**config.mk**
```make
export PLATFORM = sky130hd
export DESIGN_NAME = multicycle_ctrl
export DESIGN_NICKNAME = d
export VERILOG_FILES = /design/src/rtl/multicycle_ctrl.sv
export SDC_FILE = /design/constraint.sdc
export NUM_CORES = 1
export LEC_CHECK = 0
export BUFFER_PORTS_ARGS = -buffer_cell sky130_fd_sc_hd__buf_2
export CAP_MARGIN = 0
export CORE_MARGIN = 5
export CORE_UTILIZATION = 47
export DETAILED_ROUTE_END_ITERATION = 7
export PLACE_DENSITY = 0.79
export SYNTH_ARGS = -nofsm -noshare
export SYNTH_HDL_FRONTEND = slang
export SYNTH_SLANG_ARGS = --single-unit
```
**constraint.sdc**
```tcl
create_clock -name clk -period 1.76 [get_ports clk]
set_clock_uncertainty 0.05 [all_clocks]
set_input_delay 0.088 -clock clk [delete_from_list [all_inputs] [get_ports clk]]
set_output_delay 0.088 -clock clk [all_outputs]
set_load 0.05 [all_outputs]
```
**src/rtl/multicycle_ctrl.sv**
```systemverilog
// -----------------------------------------------------------------------------
// multicycle_ctrl
//
// Control FSM for a multicycle RV32I datapath built around one ALU and one
// unified instruction/data memory. Each instruction walks through a short
// sequence of states; every datapath enable and mux select is decoded from
// the current state (plus the latched instruction fields and, in a few
// states, mem_ready / Zero). Memory accesses wait on a variable-latency
// mem_ready handshake.
//
// Ports
//   clk, rst_n      clock, asynchronous active-low reset
//   op/funct3/funct7b5  fields of the latched instruction register
//   Zero            ALU zero flag (branch resolution)
//   mem_ready       memory finishes the current access this cycle
//   mem_req, AdrSrc, MemWrite          memory interface controls
//   IRWrite, PCWrite, RegWrite         register enables
//   ResultSrc, ALUSrcA, ALUSrcB, ImmSrc, ALUControl   datapath selects
//   instr_done      one-cycle pulse in the last cycle of every instruction
//   illegal         sticky flag, set when an unknown opcode is trapped
//   retired         wrapping count of completed instructions
// -----------------------------------------------------------------------------
module multicycle_ctrl #(
    parameter int DATA_WIDTH = 32
) (
    input  logic                  clk,
    input  logic                  rst_n,
    input  logic [6:0]            op,
    input  logic [2:0]            funct3,
    input  logic                  funct7b5,
    input  logic                  Zero,
    input  logic                  mem_ready,
    output logic                  mem_req,
    output logic                  AdrSrc,
    output logic                  MemWrite,
    output logic                  IRWrite,
    output logic                  PCWrite,
    output logic                  RegWrite,
    output logic [1:0]            ResultSrc,
    output logic [1:0]            ALUSrcA,
    output logic [1:0]            ALUSrcB,
    output logic [2:0]            ImmSrc,
    output logic [3:0]            ALUControl,
    output logic                  instr_done,
    output logic                  illegal,
    output logic [DATA_WIDTH-1:0] retired
);

    // Opcodes
    localparam logic [6:0] OP_LOAD   = 7'b0000011;
    localparam logic [6:0] OP_STORE  = 7'b0100011;
    localparam logic [6:0] OP_RTYPE  = 7'b0110011;
    localparam logic [6:0] OP_ITYPE  = 7'b0010011;
    localparam logic [6:0] OP_BRANCH = 7'b1100011;
    localparam logic [6:0] OP_JAL    = 7'b1101111;
    localparam logic [6:0] OP_JALR   = 7'b1100111;
    localparam logic [6:0] OP_LUI    = 7'b0110111;
    localparam logic [6:0] OP_AUIPC  = 7'b0010111;

    // ALU operations
    localparam logic [3:0] ALU_ADD  = 4'b0000;
    localparam logic [3:0] ALU_SUB  = 4'b0001;
    localparam logic [3:0] ALU_AND  = 4'b0010;
    localparam logic [3:0] ALU_OR   = 4'b0011;
    localparam logic [3:0] ALU_XOR  = 4'b0100;
    localparam logic [3:0] ALU_SLT  = 4'b0101;
    localparam logic [3:0] ALU_SLL  = 4'b0110;
    localparam logic [3:0] ALU_SRL  = 4'b0111;
    localparam logic [3:0] ALU_SRA  = 4'b1000;
    localparam logic [3:0] ALU_SLTU = 4'b1001;

    typedef enum logic [3:0] {
        S_RESET,
        S_FETCH,
        S_DECODE,
        S_MEMADR,
        S_MEMREAD,
        S_MEMWB,
        S_MEMWRITE,
        S_EXECR,
        S_EXECI,
        S_ALUWB,
        S_BRANCH,
        S_JAL,
        S_JALR,
        S_LUI,
        S_AUIPC,
        S_TRAP
    } state_t;

    state_t                  state_q, state_d;
    logic                    jalr_q, jalr_d;   // ALUWB must write OldPC+4 after JALR
    logic                    illegal_q;
    logic [DATA_WIDTH-1:0]   retired_q;

    // ALU operation for register and immediate arithmetic. SUB exists only
    // for R-type: in an addi, instr[30] is part of the immediate.
    function automatic logic [3:0] alu_decode(input logic [2:0] f3,
                                              input logic       f7b5,
                                              input logic       is_rtype);
        logic [3:0] ctl;
        case (f3)
            3'b000:  ctl = (is_rtype && f7b5) ? ALU_SUB : ALU_ADD;
            3'b001:  ctl = ALU_SLL;
            3'b010:  ctl = ALU_SLT;
            3'b011:  ctl = ALU_SLTU;
            3'b100:  ctl = ALU_XOR;
            3'b101:  ctl = f7b5 ? ALU_SRA : ALU_SRL;
            3'b110:  ctl = ALU_OR;
            default: ctl = ALU_AND;
        endcase
        return ctl;
    endfunction

    // Branch compare: equality via SUB, signed/unsigned ordering via SLT(U).
    // The ALU result of SLT(U) is 1 when "less than", so Zero=0 means less.
    function automatic logic [3:0] branch_alu(input logic [2:0] f3);
        logic [3:0] ctl;
        case (f3[2:1])
            2'b10:   ctl = ALU_SLT;
            2'b11:   ctl = ALU_SLTU;
            default: ctl = ALU_SUB;
        endcase
        return ctl;
    endfunction

    function automatic logic branch_taken(input logic [2:0] f3, input logic z);
        logic taken;
        case (f3)
            3'b000:  taken = z;        // beq
            3'b001:  taken = !z;       // bne
            3'b100:  taken = !z;       // blt
            3'b101:  taken = z;        // bge
            3'b110:  taken = !z;       // bltu
            3'b111:  taken = z;        // bgeu
            default: taken = 1'b0;     // reserved encodings never branch
        endcase
        return taken;
    endfunction

    // ------------------------------------------------------------------
    // Next-state logic
    // ------------------------------------------------------------------
    always_comb begin
        state_d = state_q;
        jalr_d  = jalr_q;
        case (state_q)
            S_RESET:  state_d = S_FETCH;
            S_FETCH: begin
                jalr_d = 1'b0;
                if (mem_ready) begin
                    state_d = S_DECODE;
                end
            end
            S_DECODE: begin
                case (op)
                    OP_LOAD,
                    OP_STORE:  state_d = S_MEMADR;
                    OP_RTYPE:  state_d = S_EXECR;
                    OP_ITYPE:  state_d = S_EXECI;
                    OP_BRANCH: state_d = S_BRANCH;
                    OP_JAL:    state_d = S_JAL;
                    OP_JALR:   state_d = S_JALR;
                    OP_LUI:    state_d = S_LUI;
                    OP_AUIPC:  state_d = S_AUIPC;
                    default:   state_d = S_TRAP;
                endcase
            end
            S_MEMADR:   state_d = (op == OP_STORE) ? S_MEMWRITE : S_MEMREAD;
            S_MEMREAD: begin
                if (mem_ready) begin
                    state_d = S_MEMWB;
                end
            end
            S_MEMWB:    state_d = S_FETCH;
            S_MEMWRITE: begin
                if (mem_ready) begin
                    state_d = S_FETCH;
                end
            end
            S_EXECR,
            S_EXECI,
            S_JAL,
            S_LUI,
            S_AUIPC:    state_d = S_ALUWB;
            S_JALR: begin
                jalr_d  = 1'b1;
                state_d = S_ALUWB;
            end
            S_ALUWB: begin
                jalr_d  = 1'b0;
                state_d = S_FETCH;
            end
            S_BRANCH:   state_d = S_FETCH;
            S_TRAP:     state_d = S_TRAP;   // only reset leaves TRAP
            default:    state_d = S_RESET;
        endcase
    end

    // ------------------------------------------------------------------
    // Output decode (Moore on state; mem_ready/Zero only gate strobes)
    // ------------------------------------------------------------------
    always_comb begin
        mem_req    = 1'b0;
        AdrSrc     = 1'b0;
        MemWrite   = 1'b0;
        IRWrite    = 1'b0;
        PCWrite    = 1'b0;
        RegWrite   = 1'b0;
        ResultSrc  = 2'b00;
        ALUSrcA    = 2'b00;
        ALUSrcB    = 2'b00;
        ImmSrc     = 3'b000;
        ALUControl = ALU_ADD;
        instr_done = 1'b0;
        case (state_q)
            S_FETCH: begin
                // PC+4 goes straight through the ALU into the PC
                mem_req   = 1'b1;
                ALUSrcB   = 2'b10;
                ResultSrc = 2'b10;
                IRWrite   = mem_ready;
                PCWrite   = mem_ready;
            end
            S_DECODE: begin
                // Speculatively compute OldPC+imm into ALUOut; JAL needs the
                // J-immediate here because its target is taken from ALUOut.
                ALUSrcA = 2'b01;
                ALUSrcB = 2'b01;
                ImmSrc  = (op == OP_JAL) ? 3'b011 : 3'b010;
            end
            S_MEMADR: begin
                ALUSrcA = 2'b10;
                ALUSrcB = 2'b01;
                ImmSrc  = (op == OP_STORE) ? 3'b001 : 3'b000;
            end
            S_MEMREAD: begin
                mem_req = 1'b1;
                AdrSrc  = 1'b1;
            end
            S_MEMWB: begin
                ResultSrc  = 2'b01;
                RegWrite   = 1'b1;
                instr_done = 1'b1;
            end
            S_MEMWRITE: begin
                mem_req    = 1'b1;
                AdrSrc     = 1'b1;
                MemWrite   = 1'b1;
                instr_done = mem_ready;
            end
            S_EXECR: begin
                ALUSrcA    = 2'b10;
                ALUControl = alu_decode(funct3, funct7b5, 1'b1);
            end
            S_EXECI: begin
                ALUSrcA    = 2'b10;
                ALUSrcB    = 2'b01;
                ALUControl = alu_decode(funct3, funct7b5, 1'b0);
            end
            S_BRANCH: begin
                // Branch target already sits in ALUOut from DECODE
                ALUSrcA    = 2'b10;
                ALUControl = branch_alu(funct3);
                PCWrite    = branch_taken(funct3, Zero);
                instr_done = 1'b1;
            end
            S_JAL: begin
                // PC <- ALUOut (target); ALU computes OldPC+4 into ALUOut
                ALUSrcA = 2'b01;
                ALUSrcB = 2'b10;
                PCWrite = 1'b1;
            end
            S_JALR: begin
                // Target rs1+imm comes from the live ALU result
                ALUSrcA   = 2'b10;
                ALUSrcB   = 2'b01;
                ResultSrc = 2'b10;
                PCWrite   = 1'b1;
            end
            S_LUI: begin
                ALUSrcA = 2'b11;
                ALUSrcB = 2'b01;
                ImmSrc  = 3'b100;
            end
            S_AUIPC: begin
                ALUSrcA = 2'b01;
                ALUSrcB = 2'b01;
                ImmSrc  = 3'b100;
            end
            S_ALUWB: begin
                RegWrite   = 1'b1;
                instr_done = 1'b1;
                if (jalr_q) begin
                    // ALUOut was overwritten by the target; recompute OldPC+4
                    ALUSrcA   = 2'b01;
                    ALUSrcB   = 2'b10;
                    ResultSrc = 2'b10;
                end
            end
            default: ;
        endcase
    end

    // ------------------------------------------------------------------
    // State registers
    // ------------------------------------------------------------------
    always_ff @(posedge clk or negedge rst_n) begin
        if (!rst_n) begin
            state_q   <= S_RESET;
            jalr_q    <= 1'b0;
            illegal_q <= 1'b0;
            retired_q <= '0;
        end else begin
            state_q <= state_d;
            jalr_q  <= jalr_d;
            if (state_d == S_TRAP) begin
                illegal_q <= 1'b1;
            end
            if (instr_done) begin
                retired_q <= retired_q + {{(DATA_WIDTH-1){1'b0}}, 1'b1};
            end
        end
    end

    assign illegal = illegal_q;
    assign retired = retired_q;

endmodule

```
Yosys cells after proc, flatten, opt, wreduce, memory -nomap -nowiden
Index checks and enable logic that the tools add are counted.
{ "word_totals": {"word_cells": 89, "regBits": 38, "out_inout_bits": 53, "inputBits": 15} }
{ "classes": {"n_mux": 29, "n_reduce_logical": 21, "eq_ne": 34, "n_addsub": 1} }
{ "ops": {"columns": ["op", "n"], "rows": [
  ["4-bit case mux with 8 select lines", 2],
  ["4-bit case mux with 7 select lines", 2],
  ["4-bit equality test, second input constant", 9],
  ["32-bit by 1-bit adder with 32-bit output, second input constant", 1],
  ["7-bit by 6-bit equality test with 1-bit output, second input constant", 3],
  ["7-bit equality test, second input constant", 3],
  ["4-bit by 3-bit equality test with 1-bit output, second input constant", 4],
  ["4-bit two-way mux", 4],
  ["2-bit OR reduction", 8],
  ["3-bit OR reduction", 5],
  ["7-bit by 5-bit equality test with 1-bit output, second input constant", 2],
  ["3-bit equality test, second input constant", 4],
  ["2-bit case mux with 3 select lines", 2],
  ["4-bit case mux with 3 select lines", 1],
  ["6-bit OR reduction", 2],
  ["1-bit two-way mux", 9],
  ["3-bit case mux with 3 select lines", 1],
  ["4-bit by 2-bit equality test with 1-bit output, second input constant", 2],
  ["2-bit case mux with 4 select lines", 1],
  ["4-bit case mux with 2 select lines", 1],
  ["7-bit by 2-bit equality test with 1-bit output, second input constant", 1],
  ["3-bit by 2-bit equality test with 1-bit output, second input constant", 2],
  ["1-bit case mux with 2 select lines", 3],
  ["5-bit OR reduction", 1],
  ["10 further kinds", 12]
]} }

Longest topological paths before layout
{ "logic_depth": {"word_depth": 5, "mapped_depth": 7, "mapped_depth_nobuf": 5} }

Least setup slack after synthesis
No wires, ideal clock.
{ "synth_path": {"path_kind": "register to output", "startpoint": "register state_q[3]", "endpoint": "output PCWrite", "t_required_ns": 1.622, "path_buffers": 2, "arrival_ns": 2.291, "setup_slack_ns": -0.669, "path_stages_with_launch": 5, "cell_sequence": "dfrtp_1 -> clkbuf_1 -> clkbuf_1 -> nand2_1 -> o32ai_1"} }
{ "synth_via": {"elab_chain_cells": 3, "word_cells_on_any_way": 6, "cone_classes": "4 x eq/ne; 1 x mux; 1 x reduce/logical"} }
{ "synth_lines": {"columns": ["item", "line", "source"], "rows": [
  ["from (decl)", "91", "state_t state_q, state_d;"],
  ["from (signal assigned)", "315", "state_q <= state_d;"],
  ["4-bit equality test", "216", "case (state_q)"],
  ["2-bit OR reduction (no source line)", null, null],
  ["1-bit case mux with 3 select lines (*)", "216", null],
  ["to (decl)", "37", "output logic PCWrite,"]
]} }
Every way passes the cells marked *; elsewhere a longest branch is shown, timed or not.

Worst setup path after layout
{ "layout_path": {"startpoint": "register state_q[3]", "endpoint": "register retired_q[29] (netlist: retired[29])"} }
{ "layout_via": {"elab_chain_cells": 3, "word_cells_on_any_way": 6, "cone_classes": "4 x eq/ne; 1 x mux; 1 x reduce/logical"} }
{ "layout_lines": {"columns": ["item", "line", "source"], "rows": [
  ["4-bit equality test or 4-bit by 3-bit equality test with 1-bit output (tied branches)", "216", null],
  ["3-bit OR reduction (no source line)", null, null],
  ["1-bit case mux with 2 select lines (*)", "216", null],
  ["to (signal assigned)", "321", "retired_q <= retired_q + {{(DATA_WIDTH-1){1'b0}}, 1'b1};"],
  ["to (decl)", "94", "logic [DATA_WIDTH-1:0] retired_q;"]
]} }
Marked as above.
A chain may end at the register's enable or synchronous reset.

==> run summary <==
Initial antenna violation count: 0
Min-delay src: op[6]
Setup TNS: -958.8 ps
Violated checks: negative setup slack
DRC Markers: 0
Syn_nets: 281
Hold worst-path end: state_q[0]$_DFF_PN0_
Die Area: 6608 um2
H-tree levels: 2
Bufs on Longest Clock Path: 2
Final nets: 405
Crit path launch type: flop
Slew margin rel.: 0.6763
Clock buffer count from CTS: 5
Die H: 81.29 um
Layout cells sized above 1: 0.5564
Sequential share of the synthesized area: 0.3981
CTS tree: done
R2r worst-path depth: 7
Async SR Flop Fraction: 1.000
Buffers on Ports: 67
Ant diodes: 0
Crit path kind: reg2reg
Mapped Cells: 265
Synth unique cells: 52
Iter 0 DRT Violations: 142
Worst-Margin Slew: 485.6 ps
# setup viols final: 26
Vias per cell: 5.522
Pleak: 1.967 nW
Arrival time worst endpoint: 2020 ps
Placed Area: 3187 um2
Max Slew Vio Count: 0
Maxcap violations: 0
Startpoint of the worst register-to-register path: state_q[3]$_DFF_PN0_
Root buf cell: clkbuf_8
GPL Wtd Cong: 0.8092
Synth warn: 0
Worst vdd ir: 1693 uV
Total gr overflow: 0
Clock sink count: 38
RSZ-0062 raised after global routing: true
Status: complete, but fails checks
Total wire length: 8081 um
Final Worst Setup Slack: -134.5 ps
Post-synth top area cell: dfrtp_1
# rows: 26
R2R setup slack: -130 ps
CP endpoint kind: flop
First-pass GRT wire length: 10,950 um
Number of synthesized flops with an enable pin: 0
Synth Flop Type: dfrtp_1
Max Fclk: 527.9 MHz
Min Hold Slack: 262.6 ps
Tmin final: 1894 ps
Worst min path class: in2reg
First-pass DRT Iterations: 5
Util after Layout: 0.7875
Post-synthesis cell area: 2389 um2
Worst-Skew Late Latency: 290 ps
Worst Hold Depth: 4
Detail Route Antenna Nets: 0
R2R Path End: retired[29]$_DFFE_PN0P_
Crit Path Max Fanout: 4
GRT Total Usage: 0.2121
Worst-path cell chain: buf_4 > nand3b_1 > a21oi_4 > buf_6 > o21ai_4 > or3_4 > xnor2_2
Post-DP HPWL: 4480 um
Vias in the first global route: 2,324
Hold violation count in the final report: 0
Critical path's slowest cell: dfrtp_1
Post-synthesis register bit count: 38
Initial Util: 0.4768
Synth Area per Inst: 9.013 um2
Top cell type's share of synthesized area: 0.3981
Clock transition at the registers of the reported paths: 70 ps
Worst path required time: 1890 ps
Routed wire length per instance: 17.57 um
Power Dens Cells: 1527 nW/um2
Via count: 2,540
IO Count: 68
Die span in x: 81.29 um
Part of the cycle the worst path needs: 1.076
Top post-synthesis cells by area: dfrtp_1 40%, xnor2_1 7.3%, xor2_1 4.8%
Post-Layout Inst Area: 3945 um2
Largest net degree at the start of global routing: 39
Layout Area Growth over Synthesis: 65.16%
Fillers: 295
Critical path's largest stage delay: 410 ps
Core area: 5010 um2
## metal layers
layer | wire [um] | global-route usage | up-vias
li1 | - | - | 1178
met1 | 3215 | 0.2656 | 1239
met2 | 4264 | 0.3689 | 97
met3 | 320 | 0.03437 | 26
met4 | 281 | 0.07095 | 0
met5 | 0 | 0 | -
## metrics by stage
stage | total power, W | setup slack (ps) | std cells
2_1_floorplan | 0.003277 | -218.4 | 265
3_3_place_gp | 0.003992 | 77.48 | 420
3_5_place_dp | 0.004026 | 25.51 | 420
4_1_cts | 0.005312 | -57.09 | 447
5_1_grt | 0.006281 | -211.0 | 460
6_report | 0.006023 | -134.5 | 460
## final cells by class
type,count,area [um2],share of cell area
multi-input cells,208,1720,0.4361
repair buffers,131,1055,0.2674
flip-flops and latches,38,968.4,0.2455
well taps,70,87.58,0.02220
clock buffers,6,82.58,0.02093
inverters,5,18.77,0.004757
clock inverters,2,12.51,0.003172
## layout by cell type, fill, tap and decap left out, types with 3 or more instances in the layout
| master | instances |
|---|---|
| nor2b_1 | 6 |
| nand3_1 | 4 |
| nand2_2 | 5 |
| clkbuf_8 | 6 |
| nor3_2 | 4 |
| dfrtp_1 | 24 |
| and3_1 | 6 |
| buf_2 | 51 |
| buf_12 | 3 |
| nand2b_1 | 4 |
| xor2_1 | 13 |
| o21ai_2 | 4 |
| nand3_2 | 4 |
| inv_1 | 5 |
| nor2_2 | 3 |
| o21ai_0 | 5 |
| buf_6 | 27 |
| nand4_1 | 8 |
| dfrtp_2 | 14 |
| nor2_4 | 7 |
| nand2_1 | 23 |
| nand2b_4 | 5 |
| xnor2_1 | 18 |
| nor2_1 | 16 |
| o211ai_1 | 3 |
| a21oi_4 | 3 |
| nor4_4 | 4 |
| buf_4 | 44 |
| a21oi_1 | 10 |
| nor3_4 | 6 |
## sequential cells by signal, indices dropped and copies added, names as in the netlist
signal and flops:
illegal 1, state_q 4, jalr_q 1, retired 32
## cell families (layout without fill, tap and decap cells)
family | after synthesis | in the layout | share of synthesized area
AOI/OAI and AO/OA | 46 | 46 | 0.1404
xor gates and xnor gates | 33 | 33 | 0.1210
adders and majority gates | 1 | 1 | 0.005238
buffers and inverters | 19 | 144 | 0.03719
DFF | 38 | 38 | 0.3981
muxes | 2 | 2 | 0.008905
and+or+nand+nor | 126 | 126 | 0.2892
## repair_timing
action                                  in CTS  in global routing
hold endpoints to repair                    38                  0
cloned                                       1                  1
pin swaps                                   18                 23
endpoints found under the setup margin      11                 41
hold buffers                                 1                  0
buffers inserted                            17                 13
resized for setup                           50                 48
## synth_stat cells (2+ instances only)
cell and count:
xnor2_1 20, nor4_2 3, nand2b_1 10, o211ai_1 3
a32o_1 2, xor2_1 13, nand2_1 29, o22ai_1 2
a21oi_1 13, inv_1 5, o21ai_0 9, and4_1 2
nor2_1 25, buf_4 2, nor3_2 5, nor2b_1 7
buf_2 2, and3_1 8, nand4_1 8, or2_1 2
a211o_1 2, nor3_1 7, clkbuf_1 9, nand3_1 8
and2_1 2, or3_1 3, dfrtp_1 38, a22o_1 2
## how the worst max path moves through the flow
stage                          from                       to  slack [ps]  cells past startpoint
2_1_floorplan  state_q[3]$_DFF_PN0_             ResultSrc[1]        -220                      6
3_3_place_gp   state_q[2]$_DFF_PN0_  retired[11]$_DFFE_PN0P_          80                      6
3_5_place_dp   state_q[2]$_DFF_PN0_  retired[29]$_DFFE_PN0P_          30                      6
4_1_cts        state_q[2]$_DFF_PN0_  retired[29]$_DFFE_PN0P_         -60                      8
5_1_grt        state_q[3]$_DFF_PN0_  retired[29]$_DFFE_PN0P_        -210                      7
6_report       state_q[3]$_DFF_PN0_  retired[29]$_DFFE_PN0P_        -130                      7
## report_power, final
| group | internal (W) | leakage [nW] | switching, W |
|---|---|---|---|
| Clock | 0.000315 | 0.0472 | 0.000307 |
| Combinational | 0.00180 | 1.44 | 0.00245 |
| Sequential | 0.00101 | 0.483 | 0.000145 |
| Total | 0.00312 | 1.97 | 0.00291 |
## worst max-delay path: cells and delay by family, from the launching register on
family	cells	cell delay, ps
AOI/OAI and AO/OA	2	300
xor gates and xnor gates	1	140
buffers and inverters	2	280
DFF	1	410
and+or+nand+nor	2	590
No activity file was read; power rests on OpenSTA's default activity.
